`config.mk`:
```
export PLATFORM = sky130hd
export DESIGN_NAME = mips_pipeline_top
export DESIGN_NICKNAME = d
export VERILOG_FILES = /design/src/rtl/mips_pipeline_top.sv
export SDC_FILE = /design/constraint.sdc
export NUM_CORES = 2
export LEC_CHECK = 0
export CORE_MARGIN = 1.5
export CORE_UTILIZATION = 30
export DETAILED_ROUTE_END_ITERATION = 12
export HOLD_SLACK_MARGIN = 0.08
export SLEW_MARGIN = 15
export SYNTH_ARGS = -nofsm -noshare
export SYNTH_HDL_FRONTEND = slang
export SYNTH_SLANG_ARGS = --single-unit
```
`constraint.sdc`:
```
create_clock -name clk -period 7.5 [get_ports clk]
set_input_delay 0.75 -clock clk [delete_from_list [all_inputs] [get_ports clk]]
set_output_delay 0.75 -clock clk [all_outputs]
set_load 0.02 [all_outputs]
```
`src/rtl/mips_pipeline_top.sv`:
```
// Five-stage pipelined 32-bit MIPS core (IF/ID/EX/MEM/WB) with full forwarding,
// load-use interlock, jumps resolved in ID and branches/jr resolved in EX.
module mips_pipeline_top (
    input  logic        clk,
    input  logic        rst,
    input  logic [31:0] Memory_out,
    input  logic [31:0] Inst_out,
    output logic [31:0] Pc_out,
    output logic [31:0] Ex_Mem_out3,
    output logic [31:0] Ex_Mem_out4,
    output logic        Memread,
    output logic        Memwrite
);
    typedef enum logic [2:0] {ALU_ADD, ALU_SUB, ALU_AND, ALU_OR, ALU_SLT, ALU_LINK} alu_op_t;

    typedef struct packed {
        logic       reg_write;
        logic       mem_read;
        logic       mem_write;
        logic       branch_eq;
        logic       branch_ne;
        logic       jump_reg;
        logic       alu_src;   // second ALU operand is the immediate
        alu_op_t    alu_op;
        logic [4:0] dest;
    } ctrl_t;

    // Architectural and pipeline state
    logic [31:0] pc;
    logic [31:0] regs [32];
    logic [31:0] if_id_inst, if_id_pc1;
    ctrl_t       id_ex_ctrl;
    logic [4:0]  id_ex_rs, id_ex_rt;
    logic [31:0] id_ex_a, id_ex_b, id_ex_imm, id_ex_pc1;
    logic        ex_mem_reg_write, ex_mem_mem_read, ex_mem_mem_write;
    logic [4:0]  ex_mem_dest;
    logic [31:0] ex_mem_result, ex_mem_store;
    logic        mem_wb_reg_write, mem_wb_mem_read;
    logic [4:0]  mem_wb_dest;
    logic [31:0] mem_wb_result, mem_wb_mem_data;

    // ID-stage fields
    logic [5:0]  opcode, funct;
    logic [4:0]  rs, rt, rd;
    assign opcode = if_id_inst[31:26];
    assign rs     = if_id_inst[25:21];
    assign rt     = if_id_inst[20:16];
    assign rd     = if_id_inst[15:11];
    assign funct  = if_id_inst[5:0];

    ctrl_t id_ctrl;
    logic  uses_rs, uses_rt, id_jump, imm_zext;

    // Instruction decode into control bundle and operand-use flags
    always_comb begin
        // NOTE: every output gets a default first so no path leaves a latch behind.
        id_ctrl  = '0;
        uses_rs  = 1'b0;
        uses_rt  = 1'b0;
        id_jump  = 1'b0;
        imm_zext = 1'b0;
        case (opcode)
            6'h00: begin
                id_ctrl.dest = rd;
                uses_rs      = 1'b1;
                uses_rt      = 1'b1;
                case (funct)
                    6'h20: begin id_ctrl.reg_write = 1'b1; id_ctrl.alu_op = ALU_ADD; end
                    6'h22: begin id_ctrl.reg_write = 1'b1; id_ctrl.alu_op = ALU_SUB; end
                    6'h24: begin id_ctrl.reg_write = 1'b1; id_ctrl.alu_op = ALU_AND; end
                    6'h25: begin id_ctrl.reg_write = 1'b1; id_ctrl.alu_op = ALU_OR;  end
                    6'h2A: begin id_ctrl.reg_write = 1'b1; id_ctrl.alu_op = ALU_SLT; end
                    6'h08: begin id_ctrl.jump_reg  = 1'b1; uses_rt = 1'b0; end
                    default: begin uses_rs = 1'b0; uses_rt = 1'b0; end
                endcase
            end
            6'h08: begin id_ctrl.reg_write = 1'b1; id_ctrl.alu_src = 1'b1; id_ctrl.dest = rt; uses_rs = 1'b1; end
            6'h0C: begin
                id_ctrl.reg_write = 1'b1; id_ctrl.alu_src = 1'b1; id_ctrl.dest = rt;
                id_ctrl.alu_op = ALU_AND; uses_rs = 1'b1; imm_zext = 1'b1;
            end
            6'h0A: begin
                id_ctrl.reg_write = 1'b1; id_ctrl.alu_src = 1'b1; id_ctrl.dest = rt;
                id_ctrl.alu_op = ALU_SLT; uses_rs = 1'b1;
            end
            6'h23: begin
                id_ctrl.reg_write = 1'b1; id_ctrl.mem_read = 1'b1; id_ctrl.alu_src = 1'b1;
                id_ctrl.dest = rt; uses_rs = 1'b1;
            end
            6'h2B: begin id_ctrl.mem_write = 1'b1; id_ctrl.alu_src = 1'b1; uses_rs = 1'b1; uses_rt = 1'b1; end
            6'h04: begin id_ctrl.branch_eq = 1'b1; uses_rs = 1'b1; uses_rt = 1'b1; end
            6'h05: begin id_ctrl.branch_ne = 1'b1; uses_rs = 1'b1; uses_rt = 1'b1; end
            6'h02: id_jump = 1'b1;
            6'h03: begin
                id_jump = 1'b1; id_ctrl.reg_write = 1'b1; id_ctrl.dest = 5'd31; id_ctrl.alu_op = ALU_LINK;
            end
            default: ;
        endcase
    end

    // Register read with write-then-read bypass from WB
    logic [31:0] wb_data, rs_val, rt_val, id_imm, jump_target;
    logic        wb_en;
    assign wb_data     = mem_wb_mem_read ? mem_wb_mem_data : mem_wb_result;
    assign wb_en       = mem_wb_reg_write && (mem_wb_dest != 5'd0);
    assign rs_val      = (wb_en && mem_wb_dest == rs) ? wb_data : regs[rs];
    assign rt_val      = (wb_en && mem_wb_dest == rt) ? wb_data : regs[rt];
    assign id_imm      = imm_zext ? {16'h0000, if_id_inst[15:0]} : {{16{if_id_inst[15]}}, if_id_inst[15:0]};
    assign jump_target = {if_id_pc1[31:26], if_id_inst[25:0]};

    // Forwarding: EX/MEM beats MEM/WB beats the value read in ID; $0 is never forwarded
    logic        fwd_mem_a, fwd_mem_b;
    logic [31:0] alu_a, fwd_b, alu_b, alu_result, branch_target;
    logic        branch_taken, load_use;
    assign fwd_mem_a = ex_mem_reg_write && (ex_mem_dest != 5'd0) && (ex_mem_dest == id_ex_rs);
    assign fwd_mem_b = ex_mem_reg_write && (ex_mem_dest != 5'd0) && (ex_mem_dest == id_ex_rt);
    assign alu_a = fwd_mem_a ? ex_mem_result :
                   (wb_en && mem_wb_dest == id_ex_rs) ? wb_data : id_ex_a;
    assign fwd_b = fwd_mem_b ? ex_mem_result :
                   (wb_en && mem_wb_dest == id_ex_rt) ? wb_data : id_ex_b;
    assign alu_b = id_ex_ctrl.alu_src ? id_ex_imm : fwd_b;

    // Execute-stage ALU
    always_comb begin
        case (id_ex_ctrl.alu_op)
            ALU_SUB:  alu_result = alu_a - alu_b;
            ALU_AND:  alu_result = alu_a & alu_b;
            ALU_OR:   alu_result = alu_a | alu_b;
            ALU_SLT:  alu_result = ($signed(alu_a) < $signed(alu_b)) ? 32'd1 : 32'd0;
            ALU_LINK: alu_result = id_ex_pc1;
            default:  alu_result = alu_a + alu_b;
        endcase
    end

    assign branch_taken  = (id_ex_ctrl.branch_eq && (alu_a == fwd_b)) ||
                           (id_ex_ctrl.branch_ne && (alu_a != fwd_b)) || id_ex_ctrl.jump_reg;
    assign branch_target = id_ex_ctrl.jump_reg ? alu_a : id_ex_pc1 + id_ex_imm;
    assign load_use      = id_ex_ctrl.mem_read && (id_ex_ctrl.dest != 5'd0) &&
                           ((uses_rs && id_ex_ctrl.dest == rs) || (uses_rt && id_ex_ctrl.dest == rt));

    // Front end: PC and IF/ID, with branch flush overriding stall and jump
    always_ff @(posedge clk) begin
        // NOTE: state is updated with non-blocking assignments so every register samples pre-edge values.
        if (rst) begin
            pc <= '0; if_id_inst <= '0; if_id_pc1 <= '0;
        end else if (branch_taken) begin
            pc <= branch_target; if_id_inst <= '0; if_id_pc1 <= '0;
        end else if (load_use) begin
            pc <= pc;
        end else if (id_jump) begin
            pc <= jump_target; if_id_inst <= '0; if_id_pc1 <= '0;
        end else begin
            pc <= pc + 32'd1; if_id_inst <= Inst_out; if_id_pc1 <= pc + 32'd1;
        end
    end

    // ID/EX register; a bubble on reset, taken branch or load-use stall
    always_ff @(posedge clk) begin
        if (rst || branch_taken || load_use) begin
            id_ex_ctrl <= '0; id_ex_rs <= '0; id_ex_rt <= '0;
            id_ex_a <= '0; id_ex_b <= '0; id_ex_imm <= '0; id_ex_pc1 <= '0;
        end else begin
            id_ex_ctrl <= id_ctrl; id_ex_rs <= rs; id_ex_rt <= rt;
            id_ex_a <= rs_val; id_ex_b <= rt_val; id_ex_imm <= id_imm; id_ex_pc1 <= if_id_pc1;
        end
    end

    // EX/MEM and MEM/WB registers
    always_ff @(posedge clk) begin
        if (rst) begin
            ex_mem_reg_write <= 1'b0; ex_mem_mem_read <= 1'b0; ex_mem_mem_write <= 1'b0;
            ex_mem_dest <= '0; ex_mem_result <= '0; ex_mem_store <= '0;
            mem_wb_reg_write <= 1'b0; mem_wb_mem_read <= 1'b0; mem_wb_dest <= '0;
            mem_wb_result <= '0; mem_wb_mem_data <= '0;
        end else begin
            ex_mem_reg_write <= id_ex_ctrl.reg_write; ex_mem_mem_read <= id_ex_ctrl.mem_read;
            ex_mem_mem_write <= id_ex_ctrl.mem_write; ex_mem_dest <= id_ex_ctrl.dest;
            ex_mem_result <= alu_result; ex_mem_store <= fwd_b;
            mem_wb_reg_write <= ex_mem_reg_write; mem_wb_mem_read <= ex_mem_mem_read;
            mem_wb_dest <= ex_mem_dest; mem_wb_result <= ex_mem_result; mem_wb_mem_data <= Memory_out;
        end
    end

    // Register file write port; cleared on reset, $0 stays zero
    always_ff @(posedge clk) begin
        if (rst) begin
            // NOTE: the register file is a memory that is explicitly cleared so reads after reset are defined.
            for (int i = 0; i < 32; i++) regs[i] <= '0;
        end else if (wb_en) begin
            regs[mem_wb_dest] <= wb_data;
        end
    end

    assign Pc_out      = pc;
    assign Ex_Mem_out3 = ex_mem_result;
    assign Ex_Mem_out4 = ex_mem_store;
    assign Memread     = ex_mem_mem_read;
    assign Memwrite    = ex_mem_mem_write;
endmodule

```
==> results.py <==
metrics = {
    "status": {
        "outcome": "completed",
    },
    "route": {
        "drtAntennaViolNets": 0,
        "first_iter_violations": 8672,
        "vias": 55600,
        "routed_via_density": 5.84,
        "drtPass1Iterations": 8,
        "wl_um": 289000,
        "routedWlPerCell_um": 30.4,
        "drc_errors": 0,
    },
    "timing": {
        "tightest_slew_ns": 1.24,
        "slew_viol_final": 0,
        "slew_headroom_pct": 17.6,
        "finalClockSkew_ns": 0.0411,
        "rsz0062_at_grt": "no",
        "fin_tns_setup_ns": 0,
        "min_period_over_period_pct": 83.5,
        "hold_violations": 0,
        "setup_viol": 0,
        "max_freq_mhz": 160,
        "min_period_ns": 6.26,
    },
    "global_route": {
        "grt.overflow.total": 0,
        "grt_pass1_vias": 53900,
        "grtUsageTotal_pct": 22.3,
        "grt-busiest-layer": "met2",
        "grt_max_degree": 159,
        "grt_pass1_wl_um": 404000,
        "gr-usage-met1_pct": 28.6,
        "antenna_found_initial": 23,
        "use_met3_pct": 5.17,
        "grt_use_met2_pct": 35.2,
    },
    "worst_setup_path": {
        "worst_setup_path_end_kind": "flip-flop",
        "critPathMostFrequentCell": "o21ai_0",
        "r2r_cells": 21,
        "worstSetupStartpointType": "flip-flop",
        "required_ns": 8.18,
        "path_class": "flip-flop to flip-flop",
        "worstPathMaxFanout": 32,
        "reg2reg_to": "Ex_Mem_out3[29]",
        "cp.arrival_ns": 6.94,
        "r2r-start": "mem_wb_dest[3]",
        "r2r_slack_ns": 1.24,
        "timing.critical_path.buf_inv": 2,
        "path_cells": "nor3_2 -> a211oi_4 -> buf_4 -> and2_4 -> o21ai_1 -> o21ai_0 -> nor2_1 -> a21oi_1 -> ha_1 -> a21oi_1 -> o21bai_1 -> a2111oi_0 -> o21bai_1 -> a31oi_1 -> buf_4 -> o21ai_0 -> a41oi_1 -> a21o_1 -> o21ai_0 -> xnor2_1 -> a211oi_1",
        "crit_slowest_cell": "a2111oi_0",
        "crit_path_max_incr_delay_ns": 0.69,
        "critPathTopFamily": "compound AO/OA/AOI/OAI gates",
    },
    "clock_tree": {
        "clk_pin_slew_ns": 0.06,
        "cts_buffers": 153,
        "clk_path_buf_depth": 3,
        "cts_sinks": 1401,
        "postCtsHoldBufs": 0,
        "htree_levels": 4,
        "cts.repair.resized": 0,
        "clock_latency_ns": 0.82,
        "cts_tree": "yes",
        "cts_setup_buffers": 0,
        "cts_root_buf": "clkbuf_16",
    },
    "placed_design": {
        "dpl.hpwl_um": 176000,
        "portBuffers": 163,
        "place.gp.congestion": 0.965,
        "dp_cells": 9239,
    },
    "power": {
        "fin_total_pwr_mw": 20.1,
        "peakVddDrop_v": 0.000220,
        "p_leak_nw": 28.6,
        "p_per_area_nw_per_um2": 234,
    },
    "synthesis": {
        "yosys_most_used_dff": "edfxtp_1",
        "yosys_warnings": 0,
        "synthesis.instances": 6136,
        "synth_cell_types": 85,
        "async_flop_share_pct": 0,
        "syn_avg_cell_area_sq_um": 12.2,
        "synth_edf_count": 1024,
        "ys_seq_elements": 1401,
        "ys_seq_area_share_pct": 51.1,
        "synthesis.area_sq_um": 74900,
    },
    "die": {
        "boundaryPins": 164,
        "die_x_um": 503,
        "start_util_pct": 30.2,
        "fp-row-count": 183,
        "die_area_sq_um": 253000,
        "core_sq_um": 248000,
        "die_y_um": 503,
    },
    "finish": {
        "stdcell_count": 9524,
        "area_growth_pct": 14.3,
        "drive_gt1_share_pct": 19.7,
        "final_nets": 6261,
        "fillers": 24100,
    },
    "min_path": {
        "min_from": "id_ex_ctrl[14]",
        "min_to": "ex_mem_reg_write",
        "holdPathStages": 1,
        "min_path_type": "flip-flop to flip-flop",
    },
    "run": {
        "cap_viol_max_count": 0,
    },
}
-- where the power goes --
| group | switching [mW] | internal [mW] |
|---|---|---|
| Clock | 3.36 | 4.27 |
| Combinational | 2.08 | 1.32 |
| Sequential | 0.391 | 8.65 |
-- worst max-delay path by stage --
stage / start / end / slack (ns) / depth (start not counted)
2_1_floorplan: ex_mem_dest[1] / Ex_Mem_out3[26] / 2.41 / 23
3_3_place_gp: mem_wb_dest[2] / Ex_Mem_out3[0] / 1.46 / 21
3_5_place_dp: mem_wb_dest[2] / Ex_Mem_out3[0] / 1.34 / 21
4_1_cts: mem_wb_dest[3] / Ex_Mem_out3[0] / 1.34 / 21
5_1_grt: mem_wb_dest[3] / Ex_Mem_out3[24] / 0.87 / 21
6_report: mem_wb_dest[3] / Ex_Mem_out3[29] / 1.24 / 21
-- sequential cells by signal (all words and copies together), names as in the netlist, 15 cells and up --
| name | cells |
|---|---|
| id_ex_imm | 17 |
| Ex_Mem_out4 | 32 |
| id_ex_b | 32 |
| if_id_inst | 32 |
| if_id_pc1 | 32 |
| id_ex_pc1 | 32 |
| id_ex_ctrl | 15 |
| mem_wb_mem_data | 32 |
| Ex_Mem_out3 | 32 |
| regs | 1024 |
| id_ex_a | 32 |
| mem_wb_result | 32 |
| Pc_out | 32 |
-- cell usage in the layout, fill, tap and decap left out, types with 25 or more instances in the layout --
master           Yosys  final
nor2_1            1287   1285
edfxtp_1          1024   1024
mux4_2             640    640
dfxtp_1            377    364
a21oi_1            213    213
nand2_1            238    176
o21ai_0            175    174
clkdlybuf4s50_1      0    162
clkbuf_16            0    157
buf_4                2    147
a211oi_1           131    130
ha_1               128    128
inv_1              109    108
nor2b_1            108    106
and2_1              96     96
nand3_1             93     93
nor3_1              82     82
xor2_1              76     76
xnor2_1             75     75
mux2i_1            101     69
a221oi_1            52     52
o21ai_1             49     48
mux2_2              48     48
a21o_1              47     47
and3_1              46     46
nand2_4              0     36
mux2i_4              1     32
o221ai_1            32     32
clkinv_1             2     32
conb_1               1     32
clkbuf_1           458     31
o21a_1              30     30
nand2_2              0     26
o22ai_1             25     25
-- Yosys cell counts (46+ instances only) --
cell type	count	share of area, %
nor2_1	1287	6.4
edfxtp_1	1024	41
mux4_2	640	19
clkbuf_1	458	2.3
dfxtp_1	377	10
nand2_1	238	1.2
a21oi_1	213	1.4
o21ai_0	175	1.2
a211oi_1	131	1.3
ha_1	128	2.1
inv_1	109	0.55
nor2b_1	108	0.90
mux2i_1	101	1.3
and2_1	96	0.80
nand3_1	93	0.62
nor3_1	82	0.55
xor2_1	76	0.89
xnor2_1	75	0.88
buf_1	66	0.33
a221oi_1	52	0.61
o21ai_1	49	0.33
mux2_2	48	0.72
a21o_1	47	0.47
and3_1	46	0.38
-- kinds of logic (layout without fill, tap and decap cells) --
group	Yosys count	in the layout	synth area share, %
compound gates	918	918	8.13
xor+xnor	151	151	1.76
fa+ha+maj	131	131	2.22
buf+inv	685	707	3.53
flops	1401	1401	51.1
mux	790	790	21.3
other cells	1	37	0.00500
simple gates	2059	2059	11.9
-- stage by stage --
step	hold WS [ns]	setup WS [ns]	util, %	area (sq um)
2_1_floorplan	0.414	2.41	-	75100
3_3_place_gp	0.451	1.46	32.5	80700
3_5_place_dp	0.444	1.34	32.5	80700
4_1_cts	0.456	1.34	34.5	85600
5_1_grt	0.470	0.871	34.5	85600
6_report	0.460	1.24	34.5	85700
-- per-layer routing --
layer	vias up	part of all wire, %
li1	22900	-
met1	28100	37
met2	3870	45
met3	771	12
met4	10	5.7
met5	-	0.031
-- area by class of cell --
class / instances / area (sq um) / area share (%)
sequential: 1401 / 38300 / 44.8
multi-input combinational: 4081 / 34900 / 40.8
clock buffer: 197 / 4170 / 4.87
tap: 3330 / 4170 / 4.86
timing repair buffer: 314 / 2820 / 3.29
clock inverter: 83 / 777 / 0.907
inverter: 113 / 424 / 0.495
antenna: 5 / 12.5 / 0.0146
(Power assumes the default switching activity.)
